File: src/rtl/mem_ctrl.sv
// mem_ctrl: shares one byte-wide RAM port between instruction fetch and load/store, streaming bytes little-endian.
// Optional MEM_CTRL_RR_EN selects round-robin IF/MEM arbitration; the default build gives MEM fixed priority.
module mem_ctrl #(
  parameter int unsigned ADDR_WIDTH = 32
) (
  input  logic                  clk,
  input  logic                  rst,
  input  logic                  if_req,
  input  logic [ADDR_WIDTH-1:0] if_addr,
  input  logic                  if_flush,
  output logic                  if_done,
  output logic [31:0]           if_inst,
  input  logic                  mem_req,
  input  logic                  mem_we,
  input  logic [ADDR_WIDTH-1:0] mem_addr,
  input  logic [1:0]            mem_size,
  input  logic                  mem_sext,
  input  logic [31:0]           mem_wdata,
  output logic                  mem_done,
  output logic [31:0]           mem_rdata,
  output logic                  busy,
  output logic [ADDR_WIDTH-1:0] ram_a,
  output logic                  ram_wr,
  output logic [7:0]            ram_dout,
  input  logic [7:0]            ram_din
);

  localparam int unsigned DATA_WIDTH = 32;
  localparam int unsigned CNT_WIDTH  = 3;

  localparam logic [1:0] S_IDLE = 2'd0;
  localparam logic [1:0] S_BUSY = 2'd1;
  localparam logic [1:0] S_DONE = 2'd2;

  localparam logic OWN_IF  = 1'b0;
  localparam logic OWN_MEM = 1'b1;

  logic [1:0]            state;
  logic [1:0]            next_state;
  logic                  owner;
  logic [ADDR_WIDTH-1:0] addr_q;
  logic [CNT_WIDTH-1:0]  cnt_n;
  logic [CNT_WIDTH-1:0]  j;
  logic                  we_q;
  logic                  sext_q;
  logic [DATA_WIDTH-1:0] wdata_q;
  logic [DATA_WIDTH-1:0] data_q;
  logic                  if_done_q;

  logic                  if_ok_c;
  logic                  mem_win_c;
  logic                  grant_mem;
  logic                  grant_if;
  logic                  flush_c;
  logic                  last_c;
  logic [CNT_WIDTH-1:0]  j_next_c;
  logic [CNT_WIDTH-1:0]  mem_n_c;
  logic [ADDR_WIDTH-1:0] start_addr_c;
  logic [DATA_WIDTH-1:0] word_c;
  logic [DATA_WIDTH-1:0] ext_c;

  // A fetch redirected in the same cycle is never started.
  assign if_ok_c = if_req & ~if_flush;

`ifdef MEM_CTRL_RR_EN
  logic last_mem;

  // On a tie, grant whichever side did not win the previous grant.
  always_comb begin
    mem_win_c = mem_req & (~if_ok_c | ~last_mem);
  end
`else
  always_comb begin
    mem_win_c = mem_req;
  end
`endif

  assign flush_c      = (owner == OWN_IF) & if_flush;
  assign j_next_c     = j + CNT_WIDTH'(1);
  assign start_addr_c = grant_mem ? mem_addr : if_addr;
  assign last_c       = we_q ? (j == cnt_n - CNT_WIDTH'(1)) : (j == cnt_n);

  always_comb begin
    case (mem_size)
      2'b00:   mem_n_c = CNT_WIDTH'(1);
      2'b01:   mem_n_c = CNT_WIDTH'(2);
      default: mem_n_c = CNT_WIDTH'(4);
    endcase
  end

  // Merge the byte arriving this cycle (issued last cycle) into the assembly buffer.
  always_comb begin
    word_c = data_q;
    case (j)
      3'd1:    word_c[7:0]   = ram_din;
      3'd2:    word_c[15:8]  = ram_din;
      3'd3:    word_c[23:16] = ram_din;
      3'd4:    word_c[31:24] = ram_din;
      default: ;
    endcase
  end

  always_comb begin
    case (cnt_n)
      3'd1:    ext_c = {{24{sext_q & word_c[7]}}, word_c[7:0]};
      3'd2:    ext_c = {{16{sext_q & word_c[15]}}, word_c[15:0]};
      default: ext_c = word_c;
    endcase
  end

  always_comb begin
    next_state = state;
    grant_mem  = 1'b0;
    grant_if   = 1'b0;
    case (state)
      S_IDLE: begin
        if (mem_win_c) begin
          grant_mem  = 1'b1;
          next_state = S_BUSY;
        end else if (if_ok_c) begin
          grant_if   = 1'b1;
          next_state = S_BUSY;
        end
      end
      S_BUSY: begin
        if (flush_c) begin
          next_state = S_IDLE;
        end else if (last_c) begin
          next_state = S_DONE;
        end
      end
      S_DONE:  next_state = S_IDLE;
      default: next_state = S_IDLE;
    endcase
  end

  always_ff @(posedge clk or negedge rst) begin
    if (!rst) begin
      state <= S_IDLE;
      busy  <= 1'b0;
    end else begin
      state <= next_state;
      busy  <= (next_state != S_IDLE);
    end
  end

  always_ff @(posedge clk or negedge rst) begin
    if (!rst) begin
      owner     <= OWN_IF;
      addr_q    <= '0;
      cnt_n     <= '0;
      j         <= '0;
      we_q      <= 1'b0;
      sext_q    <= 1'b0;
      wdata_q   <= '0;
      data_q    <= '0;
      ram_a     <= '0;
      ram_wr    <= 1'b0;
      ram_dout  <= '0;
      if_inst   <= '0;
      mem_rdata <= '0;
      if_done_q <= 1'b0;
      mem_done  <= 1'b0;
`ifdef MEM_CTRL_RR_EN
      last_mem  <= 1'b0;
`endif
    end else begin
      ram_wr    <= 1'b0;
      if_done_q <= 1'b0;
      mem_done  <= 1'b0;

      // Grant: latch the request and present byte 0 in the first BUSY cycle.
      if (grant_mem | grant_if) begin
        owner    <= grant_mem;
        addr_q   <= start_addr_c;
        cnt_n    <= grant_mem ? mem_n_c : CNT_WIDTH'(4);
        we_q     <= grant_mem & mem_we;
        sext_q   <= grant_mem & mem_sext;
        wdata_q  <= mem_wdata;
        j        <= '0;
        ram_a    <= start_addr_c;
        ram_wr   <= grant_mem & mem_we;
        ram_dout <= mem_wdata[7:0];
`ifdef MEM_CTRL_RR_EN
        last_mem <= grant_mem;
`endif
      end

      if (state == S_BUSY) begin
        if (!we_q) begin
          data_q <= word_c;
        end
        if (next_state == S_BUSY) begin
          j        <= j_next_c;
          ram_a    <= addr_q + ADDR_WIDTH'(j_next_c);
          ram_wr   <= we_q;
          ram_dout <= 8'(wdata_q >> {j_next_c[1:0], 3'b000});
        end else if (next_state == S_DONE) begin
          if (owner == OWN_MEM) begin
            mem_done <= 1'b1;
            if (!we_q) begin
              mem_rdata <= ext_c;
            end
          end else begin
            if_done_q <= 1'b1;
            if_inst   <= word_c;
          end
        end
      end
    end
  end

  // A redirect arriving in the completion cycle suppresses the pulse only; the instruction still lands.
  assign if_done = if_done_q & ~if_flush;

endmodule

File: config.mk
export PLATFORM = sky130hd
export DESIGN_NAME = mem_ctrl
export DESIGN_NICKNAME = d
export VERILOG_FILES = /design/src/rtl/mem_ctrl.sv
export SDC_FILE = /design/constraint.sdc
export NUM_CORES = 1
export LEC_CHECK = 0
export CORE_ASPECT_RATIO = 0.7
export CORE_MARGIN = 5
export CORE_UTILIZATION = 25
export DETAILED_ROUTE_END_ITERATION = 6
export HOLD_SLACK_MARGIN = 0.06
export SYNTH_ARGS = -nofsm -noshare
export SYNTH_HDL_FRONTEND = slang
export SYNTH_SLANG_ARGS = --single-unit
File: constraint.sdc
create_clock -name clk -period 6.3 [get_ports clk]
set_input_delay 0.63 -clock clk [delete_from_list [all_inputs] [get_ports clk]]
set_output_delay 0.63 -clock clk [all_outputs]
set_load 0.005 [all_outputs]
==> metrics.md <==
| Metric | Value |
|---|---|
| Max Cap Violations | `0` |
| Mapped Cells | `919` |
| Drt via density | `between 4 and 5` |
| Post-route worst setup slack | `2670 ps` |
| Largest net degree at the start of global routing | `127` |
| Hold Crit Class | `in2async` |
| Port Buffer Count | `220` |
| Final Setup Violations | `0` |
| Most used flip-flop cell after synthesis | `dfrtp_1` |
| DRT Wirelength | `about 32000 um` |
| Final hold vios | `0` |
| Post-synth EDFFs | `0` |
| Fmax | `approximately 0.28 GHz` |
| R2R depth | `8` |
| Dpl cells | `1627` |
| Finished Layout Cells | `between 1500 and 2000` |
| Synth area leader | `dfrtp_1` |
| Clock sinks | `roughly 220` |
| Setup crit end kind | `flip-flop` |
| # IOs | `roughly 220` |
| Worst EP required | `~6700 ps` |
| Crit path to | `ram_a[27]$_DFF_PN0_` |
| Crit. Startpoint | `j[0]$_DFF_PN0_` |
| P_leak | `6.00 nW` |
| Crit path DAT | `4030 ps` |
| Max-slew headroom | `24.5%` |
| Cell variety after synth | `60` |
| Die width | `roughly 250 um` |
| Measured slew at the worst slew-check pin | `1130 ps` |
| Min Tclk post-route | `3630 ps` |
| Status | `finished, final reports clean` |
| Total design power | `7.33 mW` |
| Clock-pin slew on the worst setup and hold paths | `60 ps` |
| Crit path launch type | `flip-flop` |
| Routed Antenna Nets | `0` |
| Ys async rst share | `100%` |
| Core Region | `40000 um^2` |
| PwrDens | `about 530 nW/um^2` |
| Resize count post-CTS | `0` |
| Setup CP Type | `reg2reg` |
| DRC Markers | `0` |
| Fin area | `13700 um^2` |
| Reg-to-reg slack, setup | `2670 ps` |
| Most numerous cell in the Yosys netlist | `dfrtp_1` |
| Main area contributors after synthesis | `dfrtp_1 (53%), mux2_2 (7.8%), nand2_1 (6.9%), mux2_1 (3.8%), a221o_1 (2.1%)` |
| Register area share after synthesis | `52.7%` |
| Met3 usage | `4.02%` |
| Vias in the first global route | `just over 8000` |
| Share of cells above drive strength 1 | `13.4%` |
| Share of the synthesized area in the top cell type | `52.7%` |
| TritonCTS Buffers | `25` |
| DP Worst Slack | `2600 ps` |
| CTS Buffer Depth | `3` |
| Syn avg cell area | `11.1 um^2` |
| Total number of vias | `7738` |
| CTS Hold Bufs | `0` |
| Worst-Skew Late Latency | `530 ps` |
| Detailed Route Iter0 Violations | `394` |
| All-Layer GR Usage | `13.8%` |
| R2R Path End | `ram_a[27]$_DFF_PN0_` |
| GPL Wtd Cong | `0.786` |
| Crit-path max FO | `13` |
| Synth Register Bits | `215` |
| Num rows | `61` |
| Starting Density | `25.5%` |
| Reg-to-reg critical path startpoint | `j[0]$_DFF_PN0_` |
| Fin Setup TNS | `0 ps` |
| Gr ovfl total | `0` |
| Synth Cell Area | `10200 um^2` |
| H-tree level count | `1` |
| DR pass1 iterations | `5` |
| Wire per inst | `19.0 um` |
| Period utilisation layout | `57.6%` |
| M1 GR Usage | `19.0%` |
| Setup Buffers After CTS | `0` |
| HPWL Detailed | `22300 um` |
| Met2 Resource Use GR | `21.9%` |
| Initial antenna violation count | `4` |
| Die area | `about 45000 um^2` |
| CTS Root Cell | `clkbuf_16` |
| Largest vdd supply drop | `221 uV` |
| Synth warnings | `0` |
| First-pass GRT wire length | `slightly below 50000 um` |
| RSZ-0062 raised after global routing | `no` |
| Syn Nets | `1044` |
| P&R area growth vs syn | `34.8%` |
| Max-slew violation count | `0` |
| Fin Clk Skew | `11.7 ps` |
| CTS tree | `done` |
| GR peak layer | `met2` |
| Die height | `between 150 and 200 um` |
| Commonest cells post-synth | `dfrtp_1 (215), nand2_1 (187), mux2_2 (71)` |
| Filler Cell Count | `4032` |
| DP Area | `12900 um^2` |
| Final-stage net count | `between 1000 and 1500` |
==> cells in the final DEF (no fill, tap or decap), types with 7 or more instances in the layout <==
| cell type | instances |
|---|---|
| clkbuf_8 | 7 |
| nand4_1 | 12 |
| mux4_2 | 8 |
| nor2_1 | 19 |
| o21a_1 | 13 |
| nand2_1 | 187 |
| a221o_1 | 21 |
| clkbuf_16 | 25 |
| nor3_1 | 7 |
| ha_1 | 11 |
| nand3_1 | 26 |
| a31oi_1 | 14 |
| o21ai_1 | 16 |
| buf_4 | 7 |
| xnor2_1 | 15 |
| mux2_1 | 34 |
| a21o_1 | 19 |
| o21ai_0 | 29 |
| xor2_1 | 15 |
| o221ai_1 | 17 |
| inv_1 | 19 |
| a21oi_1 | 25 |
| mux2i_1 | 12 |
| clkdlybuf4s50_1 | 219 |
| mux2_2 | 71 |
| dfrtp_1 | 215 |
==> registers in the layout (all words and copies together) (netlist names), 2 cells and up <==
name and count:
addr_q 32, ram_dout 8, j 3, data_q 32
state 2, mem_rdata 32, cnt_n 3, if_inst 32
wdata_q 32, ram_a 32
==> worst min path at each step <==
stage	to	slack, ps	depth (start not counted)
floorplan	addr_q[0]$_DFFE_PN0N_	330	0
global placement	wdata_q[4]$_DFFE_PN0N_	450	2
detailed placement	wdata_q[5]$_DFFE_PN0N_	460	2
CTS	addr_q[29]$_DFFE_PN0N_	120	1
global route	addr_q[29]$_DFFE_PN0N_	140	1
finish	addr_q[29]$_DFFE_PN0N_	80	1
==> metal layers <==
layer	share of wire [%]	vias up
li1	-	3665
met1	47	3865
met2	45	167
met3	5.8	37
met4	1.9	4
met5	0.060	-
==> where the power goes <==
part | internal (mW) | switching (mW)
Combinational | 1.67 | 1.73
Clock | 0.856 | 0.597
Sequential | 2.02 | 0.450
Total | 4.55 | 2.78
==> layout make-up <==
| cell class | instances | area (um^2) | area share (%) |
|---|---|---|---|
| clock buffers | 36 | 737 | 5.36 |
| clock inverters | 9 | 85.1 | 0.619 |
| repair buffers | 228 | 2280 | 16.6 |
| flip-flops and latches | 215 | 5380 | 39.1 |
| well taps | 535 | 669 | 4.87 |
| inverters | 20 | 75.1 | 0.546 |
| multi-input cells | 629 | 4510 | 32.8 |
| diodes | 3 | 7.51 | 0.0546 |
==> critical path: stages, from the launching register on <==
cell	delay [ps]
dfrtp_1	830
inv_1	190
ha_1	580
ha_1	420
a211o_1	140
nor3b_2	670
nand4_1	200
xnor2_1	180
a221o_1	290
==> per-stage QoR <==
step	hold WS, ps	utilization (%)
final	81.0	34.4
after global routing	136	34.4
after CTS	118	34.3
after detailed placement	461	32.3
after global placement	453	32.3
after floorplan	334	-
==> kinds of logic after synthesis <==
logic type	synth area share, %
and+or+nand+nor	12.4
DFF	52.7
AOI/OAI and AO/OA	12.4
muxes	14.7
buffers and inverters	3.47
xor gates and xnor gates	2.80
adders and majority gates	1.55
(Power assumes the default switching activity.)
